## config.mk

```make
export PLATFORM = sky130hd
export DESIGN_NAME = bcd_time_counter
export DESIGN_NICKNAME = d
export VERILOG_FILES = /design/src/rtl/bcd_time_counter.sv
export SDC_FILE = /design/constraint.sdc
export NUM_CORES = 1
export LEC_CHECK = 0
export CORE_ASPECT_RATIO = 0.8
export CORE_MARGIN = 8
export CORE_UTILIZATION = 25
export CTS_BUF_LIST = sky130_fd_sc_hd__clkbuf_8
export CTS_CLUSTER_DIAMETER = 150
export DETAILED_ROUTE_END_ITERATION = 16
export GPL_TIMING_DRIVEN = 0
export HOLD_SLACK_MARGIN = 0.15
export SYNTH_ARGS = -nofsm -noshare
export SYNTH_HDL_FRONTEND = slang
export SYNTH_SLANG_ARGS = --single-unit
```

## constraint.sdc

```tcl
create_clock -name clk -period 9.8 [get_ports clk]
set_input_delay 1.96 -clock clk [delete_from_list [all_inputs] [get_ports clk]]
set_output_delay 1.96 -clock clk [all_outputs]
set_load 0.01 [all_outputs]
```

## src/rtl/bcd_time_counter.sv

```systemverilog
// bcd_time_counter
//   BCD timekeeping core (MM:SS or HH:MM:SS) with a built-in prescaler that
//   turns the system clock into count steps. Counts up or down, supports a
//   synchronous clear and a per-field validated load, and raises one-cycle
//   pulses for each step, for an alarm match and for reaching zero when
//   counting down.
//
// Ports
//   clk          system clock
//   resetn       asynchronous active-low reset
//   en           count enable (prescaler holds while low)
//   down         0 = count up, 1 = count down
//   clear        synchronous clear of time and prescaler
//   load         synchronous load of load_value (validated per field)
//   load_value   BCD value to load, field 0 = seconds in [7:0]
//   alarm_en     enables the alarm compare
//   alarm_value  BCD alarm time
//   time_out     current BCD time (registered)
//   tick         one-cycle pulse per count step
//   alarm_hit    one-cycle pulse when a step lands on alarm_value
//   zero_hit     one-cycle pulse when a down step reaches zero
module bcd_time_counter #(
  parameter int TICK_DIV  = 100_000_000,
  parameter int FIELDS    = 2,
  parameter int HOUR_WRAP = 24
) (
  input  logic                clk,
  input  logic                resetn,
  input  logic                en,
  input  logic                down,
  input  logic                clear,
  input  logic                load,
  input  logic [8*FIELDS-1:0] load_value,
  input  logic                alarm_en,
  input  logic [8*FIELDS-1:0] alarm_value,
  output logic [8*FIELDS-1:0] time_out,
  output logic                tick,
  output logic                alarm_hit,
  output logic                zero_hit
);

  localparam int W  = 8 * FIELDS;
  localparam int PW = $clog2(TICK_DIV);
  localparam logic [PW-1:0] PRESC_MAX = PW'(TICK_DIV - 1);

  // Modulus of field idx: the top field of an HH:MM:SS counter wraps at
  // HOUR_WRAP, every other field at 60.
  function automatic logic [7:0] field_mod(input int idx);
    if (FIELDS == 3 && idx == 2) return 8'(HOUR_WRAP);
    return 8'd60;
  endfunction

  function automatic logic [7:0] bcd2bin(input logic [7:0] b);
    return {4'd0, b[7:4]} * 8'd10 + {4'd0, b[3:0]};
  endfunction

  function automatic logic [7:0] bin2bcd(input logic [7:0] v);
    return {4'(v / 8'd10), 4'(v % 8'd10)};
  endfunction

  // A loaded field with a non-decimal digit or an out-of-range value
  // becomes 00; valid fields pass unchanged.
  function automatic logic [7:0] load_field(input logic [7:0] b,
                                            input logic [7:0] m);
    if (b[7:4] > 4'd9 || b[3:0] > 4'd9) return 8'h00;
    if (bcd2bin(b) >= m) return 8'h00;
    return b;
  endfunction

  logic [PW-1:0] presc_cnt;
  logic [W-1:0]  time_p1;
  logic          tick_p1;
  logic          alarm_hit_p1;
  logic          zero_hit_p1;

  logic [W-1:0]  inc_val;
  logic [W-1:0]  dec_val;
  logic [W-1:0]  load_val;
  logic [W-1:0]  step_val;
  logic [W-1:0]  time_nxt;
  logic          step_ok;

  // ---- stage 0: prescaler decode and next-time computation ----
  // clear/load win over a coinciding step, so a step is only taken when
  // neither is asserted.
  assign step_ok = en && (presc_cnt == PRESC_MAX) && !clear && !load;

  always_comb begin : next_time_calc
    logic       carry;
    logic       borrow;
    logic [7:0] f;
    logic [7:0] m;
    inc_val  = '0;
    dec_val  = '0;
    load_val = '0;
    carry    = 1'b1;
    borrow   = 1'b1;
    f        = '0;
    m        = '0;
    for (int i = 0; i < FIELDS; i++) begin
      m = field_mod(i);
      f = bcd2bin(time_p1[8*i +: 8]);
      // Increment with ripple carry; the final carry out is dropped so the
      // all-max value wraps to all-zero.
      if (carry) begin
        if (f + 8'd1 >= m) begin
          inc_val[8*i +: 8] = 8'h00;
        end else begin
          inc_val[8*i +: 8] = bin2bcd(f + 8'd1);
          carry = 1'b0;
        end
      end else begin
        inc_val[8*i +: 8] = time_p1[8*i +: 8];
      end
      // Decrement with ripple borrow.
      if (borrow) begin
        if (f == 8'd0) begin
          dec_val[8*i +: 8] = bin2bcd(m - 8'd1);
        end else begin
          dec_val[8*i +: 8] = bin2bcd(f - 8'd1);
          borrow = 1'b0;
        end
      end else begin
        dec_val[8*i +: 8] = time_p1[8*i +: 8];
      end
      load_val[8*i +: 8] = load_field(load_value[8*i +: 8], m);
    end
    // Counting down from zero holds rather than wrapping.
    if (time_p1 == '0) dec_val = '0;
  end

  assign step_val = down ? dec_val : inc_val;

  always_comb begin
    time_nxt = time_p1;
    if (clear)        time_nxt = '0;
    else if (load)    time_nxt = load_val;
    else if (step_ok) time_nxt = step_val;
  end

  // ---- stage 1: registered time, prescaler and event pulses ----
  // Alarm and zero detection look at the value being stepped into, so the
  // pulses line up with the cycle in which time_out shows that value.
  always_ff @(posedge clk or negedge resetn) begin
    if (!resetn) begin
      presc_cnt    <= '0;
      time_p1      <= '0;
      tick_p1      <= 1'b0;
      alarm_hit_p1 <= 1'b0;
      zero_hit_p1  <= 1'b0;
    end else begin
      time_p1 <= time_nxt;
      if (clear || load) begin
        presc_cnt <= '0;
      end else if (en) begin
        presc_cnt <= (presc_cnt == PRESC_MAX) ? '0 : presc_cnt + PW'(1);
      end
      tick_p1      <= step_ok;
      alarm_hit_p1 <= step_ok && alarm_en && (step_val == alarm_value);
      zero_hit_p1  <= step_ok && down && (time_p1 != '0) && (step_val == '0);
    end
  end

  assign time_out  = time_p1;
  assign tick      = tick_p1;
  assign alarm_hit = alarm_hit_p1;
  assign zero_hit  = zero_hit_p1;

endmodule

```

[After elaboration in Yosys (flattened, before gate mapping)]
Index checks and enable logic that the tools add are counted.
Operators by class
  div/mod/pow operators: 8
  add/subtract/negate cells: 9
  reductions and logical operators: 20
  equality and inequality tests: 2
  multipliers: 4
  $lt $le $gt $ge: 8
  mux-type cells: 30
Operators with widths (number)
  8-bit 2-to-1 mux: 14
  27-bit 2-to-1 mux: 3
  16-bit 2-to-1 mux: 5
  8-bit by 4-bit adder with 8-bit output: 4
  8-bit by 4-bit divider with 8-bit output, second input constant: 4
  8-bit by 6-bit greater-or-equal comparator with 1-bit output, second input constant: 4
  16-bit zero test: 2
  8-bit by 4-bit remainder unit with 8-bit output, second input constant: 4
  4-bit by 3-bit multiplier with 7-bit output, second input constant: 4
  27-bit by 1-bit adder with 27-bit output, second input constant: 1
  27-bit equality test, second input constant: 1
  8-bit by 1-bit adder with 8-bit output, second input constant: 2
  16-bit equality test: 1
  4-bit greater-than comparator, second input constant: 4
  8-bit zero test: 2
  16-bit nonzero test: 1
  8-bit by 1-bit subtractor with 8-bit output, second input constant: 2
  1-bit logical AND: 8
  1-bit 2-to-1 mux: 8
  1-bit logical OR: 3
  3-bit nonzero test: 1
  1-bit zero test: 2
  2-bit nonzero test: 1
Storage, ports and cells
  register bits after elaboration: 46
  output and inout bits: 19
  word-level logic and storage cells: 86
  input port bits: 39

[Depth between registers and ports, before layout]
  depth in word-level cells: 11
  mapped depth: 26
  gate-level depth less buffers: 24

[Worst setup path before layout]
OpenSTA, ideal clock, no wires.
  path kind: flip-flop to flip-flop
  from: register time_p1[13], in the netlist time_out[13]
  to: register alarm_hit_p1, in the netlist alarm_hit
  cell stages (with the launch flop): 22
  period minus slack after synthesis: 6.396 ns
  path slack: 3.404 ns
  path buffers: 2
  data required time: 9.689 ns
  data arrival time: 6.285 ns
  library setup time: 0.111 ns
  cells stage by stage: dfrtp_1 -> ha_1 -> ha_1 -> fa_1 -> buf_6 -> a21bo_1 -> o22a_1 -> buf_4 -> nor4_2 -> nor2_1 -> ha_1 -> o32a_2 -> o21a_1 -> or2_2 -> o22a_1 -> ha_1 -> a21bo_2 -> a31o_1 -> or4_1 -> a32o_1 -> or4_1 -> a2111oi_2
On the way
  longest elaborated chain between the ends: 10
  elaborated cells on any way between the ends: 19
  classes of those cells: 3 x add/sub; 1 x mul; 4 x div; 1 x order compare; 1 x eq/ne; 6 x mux; 3 x reduce/logical
Ends and longest elaborated chain
  start: declaration: line 71  | logic [W-1:0] time_p1;
  start signal: assignment: line 152  | time_p1 <= time_nxt;
  4-bit by 3-bit multiplier with 7-bit output: line 54  | return {4'd0, b[7:4]} * 8'd10 + {4'd0, b[3:0]};
  8-bit by 4-bit adder with 8-bit output: line 54
  8-bit by 1-bit subtractor with 8-bit output: line 120  | dec_val[8*i +: 8] = bin2bcd(f - 8'd1);
  8-bit by 4-bit remainder unit with 8-bit output or 8-bit by 4-bit divider with 8-bit output (tied branches): line 58  | return {4'(v / 8'd10), 4'(v % 8'd10)};
  8-bit 2-to-1 mux: line 117  | if (f == 8'd0) begin
  8-bit 2-to-1 mux: line 116  | if (borrow) begin
  16-bit 2-to-1 mux: line 129  | if (time_p1 == '0) dec_val = '0;
  16-bit 2-to-1 mux (*): line 132  | assign step_val = down ? dec_val : inc_val;
  16-bit equality test (*): line 159  | alarm_hit_p1 <= step_ok && alarm_en && (step_val == alarm_value);
  1-bit logical AND (*): line 159
  end signal: assignment: line 159
  end: declaration: line 73  | logic alarm_hit_p1;
Every way passes the cells marked *; elsewhere a longest branch is shown, timed or not.
A chain may end at the register's enable or synchronous reset.

[Worst setup path after layout]
  from: register time_p1[5], in the netlist time_out[5]
  to: register alarm_hit_p1, in the netlist alarm_hit
On the way
  longest elaborated chain between the ends: 9
  elaborated cells on any way between the ends: 21
  classes of those cells: 3 x add/sub; 1 x mul; 4 x div; 1 x order compare; 1 x eq/ne; 8 x mux; 3 x reduce/logical
Ends and longest elaborated chain (line)
  4-bit by 3-bit multiplier with 7-bit output: 54
  8-bit by 4-bit adder with 8-bit output: 54
  8-bit by 1-bit subtractor with 8-bit output, or another cell as far along: 120
  8-bit by 4-bit remainder unit with 8-bit output, or another cell as far along: 58
  8-bit 2-to-1 mux, or another cell as far along: 117
  16-bit 2-to-1 mux or 8-bit 2-to-1 mux (tied branches): 129, 105
  16-bit 2-to-1 mux (*): 132
  16-bit equality test (*): 159
  1-bit logical AND (*): 159
Marked as above.

==> flow_summary.toml <==
[status]
outcome = "finished, final reports clean"

[clock_tree]
cts_root_buf = "clkbuf_8"
cts_buffer_depth = 2
worstSkewPairLatency_ns = 0.31
cts_max_level = 2
postCtsHoldBufs = 0
cts_tree = "built"
clock-sinks = 46
cts_setup_buffers = 0
clk_pin_slew_ns = 0.10
cts_resized = 0
cts_made_buffers = 5

[floorplanning]
die_h_um = 182.6
rows = 61
core_region_area_mm2 = 0.03450
fp.dieW_um = 224.3
fp.dieArea_mm2 = 0.04096
num_io_pins = 58
initial_core_util_pct = 25.15

[timing]
finalSetupTns_ns = 0
tightestPinTransition_ns = 1.196
slew_violations = 0
maxSlewHeadroom_pct = 19.63
skew_ns = 0.009767
hold_viol_final = 0
holdWs_ns = 0.4832
rsz0062_at_grt = "no"
period_needed_ns = 7.566
fmax_ghz = 0.1322
timing.final.ws_setup_ns = 2.234
period_share_pct = 77.20
finalSetupViolCount = 0

[setup_path]
critical_path_buf_inv_count = 3
cp_max_fo = 9
cp_common_cell = "ha_1"
crit_family = "compound AO/OA/AOI/OAI gates"
crit_path_end_kind = "flop"
cp-start-kind = "flop"
crit_chain = "ha_1 > ha_1 > fa_1 > clkbuf_1 > nor2b_1 > a21oi_2 > nand2_1 > xnor2_1 > inv_1 > ha_1 > clkbuf_1 > o22ai_1 > a221o_1 > a2111oi_0 > mux2i_1 > o221ai_2 > o21ai_1 > a221oi_1 > xnor2_1 > a2111oi_2 > nand4_1 > or4_1 > a2111oi_2"
slowest_delay_ns = 0.74
critPathKind = "reg -> reg"
worstPathArrival_ns = 7.76
required_ns = 9.99
crit_path_top_delay_cell = "a221oi_1"

[synthesis]
syn_avg_cell_area_um2 = 7.618
synthDistinctLibCells = 121
synth-seq-cells = 46
yosysSeqAreaShare_pct = 13.27
yosys-top-cells-area = "dfrtp_1 13%, ha_1 6.6%, o21ai_0 4.5%"
syn-cell-area_mm2 = 0.008677
netlist.area_leader.share_pct = 13.27
yosys_warnings = 0
synth_commonest_cells = "104 x nand2_1, 99 x nor2_1, 78 x o21ai_0"
synthArstFlopShare_pct = 100.0
synth_top_area_cell = "dfrtp_1"
synth_cells = 1139
syn_nets = 1232
synth_edf_count = 0
synth_flop_cell = "dfrtp_1"
yosysMostFrequentCell = "nand2_1"

[route]
post_drt_via_cell_ratio = 5.695
vias = 9551
routedWlPerCell_um = 17.81
drtPass1Iterations = 5
ant_nets = 0
drtIter0Drc = 1027
drc = 0
drt-total-wl_um = 29860

[global_routing]
grt_pass1_vias = 8784
grt_max_degree = 25
grt_pass1_wl_um = 47930
grt_usage_pct = 14.00
antenna_found_initial = 0
grt_overflow = 0

[cells_and_area]
post-route-util_pct = 28.96
fin_nets = 1297
area_growth_pct = 15.15
fin_area_mm2 = 0.009992
diodes = 0
drive_above_1_share_pct = 9.129

[power]
peakVddDrop_v = 0.00005812
p_leak_uw = 0.003857
powerDensity_mw_per_mm2 = 133.5

[run]
maxCapViolations = 0

[hold_path]
hp-class = "reg -> reg"

[placed_design]
hpwl_um = 23830
port_buffers = 56
placed_cell_area_mm2 = 0.009849
gp_congestion = 0.9298
dp_slack_ns = 2.416
[stage by stage]
stage / instances / total power, uW
after floorplan: 1139 / 911.4
after global placement: 1667 / 1125
after detailed placement: 1669 / 1133
after CTS: 1677 / 1317
after global routing: 1677 / 1441
final: 1677 / 1334
[cell families (layout without fill, tap and decap cells)]
kind of cell / count (synthesis) / count (layout) / share of synthesized area [%]
and+or+nand+nor: 446 / 446 / 26.96
AOI/OAI and AO/OA: 429 / 429 / 36.80
buffers and inverters: 83 / 149 / 4.326
xor gates and xnor gates: 63 / 63 / 8.032
adders and majority gates: 57 / 57 / 8.825
DFF: 46 / 46 / 13.27
muxes: 15 / 15 / 1.788
[report_power, final]
group          switching [uW]  internal [uW]
sequential               10.8            193
combinational             591            362
clock                    68.4            109
total                     671            664
[registers in the layout, indices dropped and copies added (netlist names)]
signal     cells
tick           1
alarm_hit      1
time_out      16
zero_hit       1
presc_cnt     27
[cell type report]
type / count / area, um^2
buffer: 51 / 255.2
clock buffer: 6 / 82.58
clock inverter: 2 / 60.06
fill: 3803 / 24510
inverter: 32 / 120.1
multi-input combinational: 1010 / 7152
sequential: 46 / 1151
tap: 472 / 590.6
timing repair buffer: 58 / 580.6
[final timing paths]
kind / start / end / slack [ns] / cells past startpoint
worst min-delay path: presc_cnt[4] / presc_cnt[4] / 0.48 / 1
max in group asynchronous: resetn / time_out[8] / 7.62 / 2
min in group asynchronous: resetn / presc_cnt[23] / 1.64 / 1
worst max register to register: time_out[5] / alarm_hit / 2.23 / 23
worst min register to register: presc_cnt[4] / presc_cnt[4] / 0.48 / 1
worst max-delay path: time_out[5] / alarm_hit / 2.23 / 23
[cells in the final DEF (no fill, tap or decap), drive strengths merged, types with 8 or more instances in the layout]
master	count
o21bai	12
clkdlybuf4s50	55
clkbuf	37
dfrtp	46
and2	15
nand2	106
nand3	43
o21ai	91
o22ai	9
inv	32
or2	8
o2111ai	9
nand4	26
mux2i	11
nor4	21
nor3	48
a21oi	75
fa	8
and3	25
a211oi	33
nand2b	11
a2111oi	11
o211ai	16
a211o	9
o21a	8
buf	23
o31ai	11
a21o	19
nor2	103
xnor2	37
xor2	20
a31oi	19
ha	46
[routing by layer]
metal | track usage (%) | wire, um
met2 | 20.41 | 12360
met5 | 0 | 0
met3 | 1.797 | 2069
met4 | 4.468 | 970
met1 | 20.85 | 14460
Note: power is estimated with default switching activity, not from simulation.
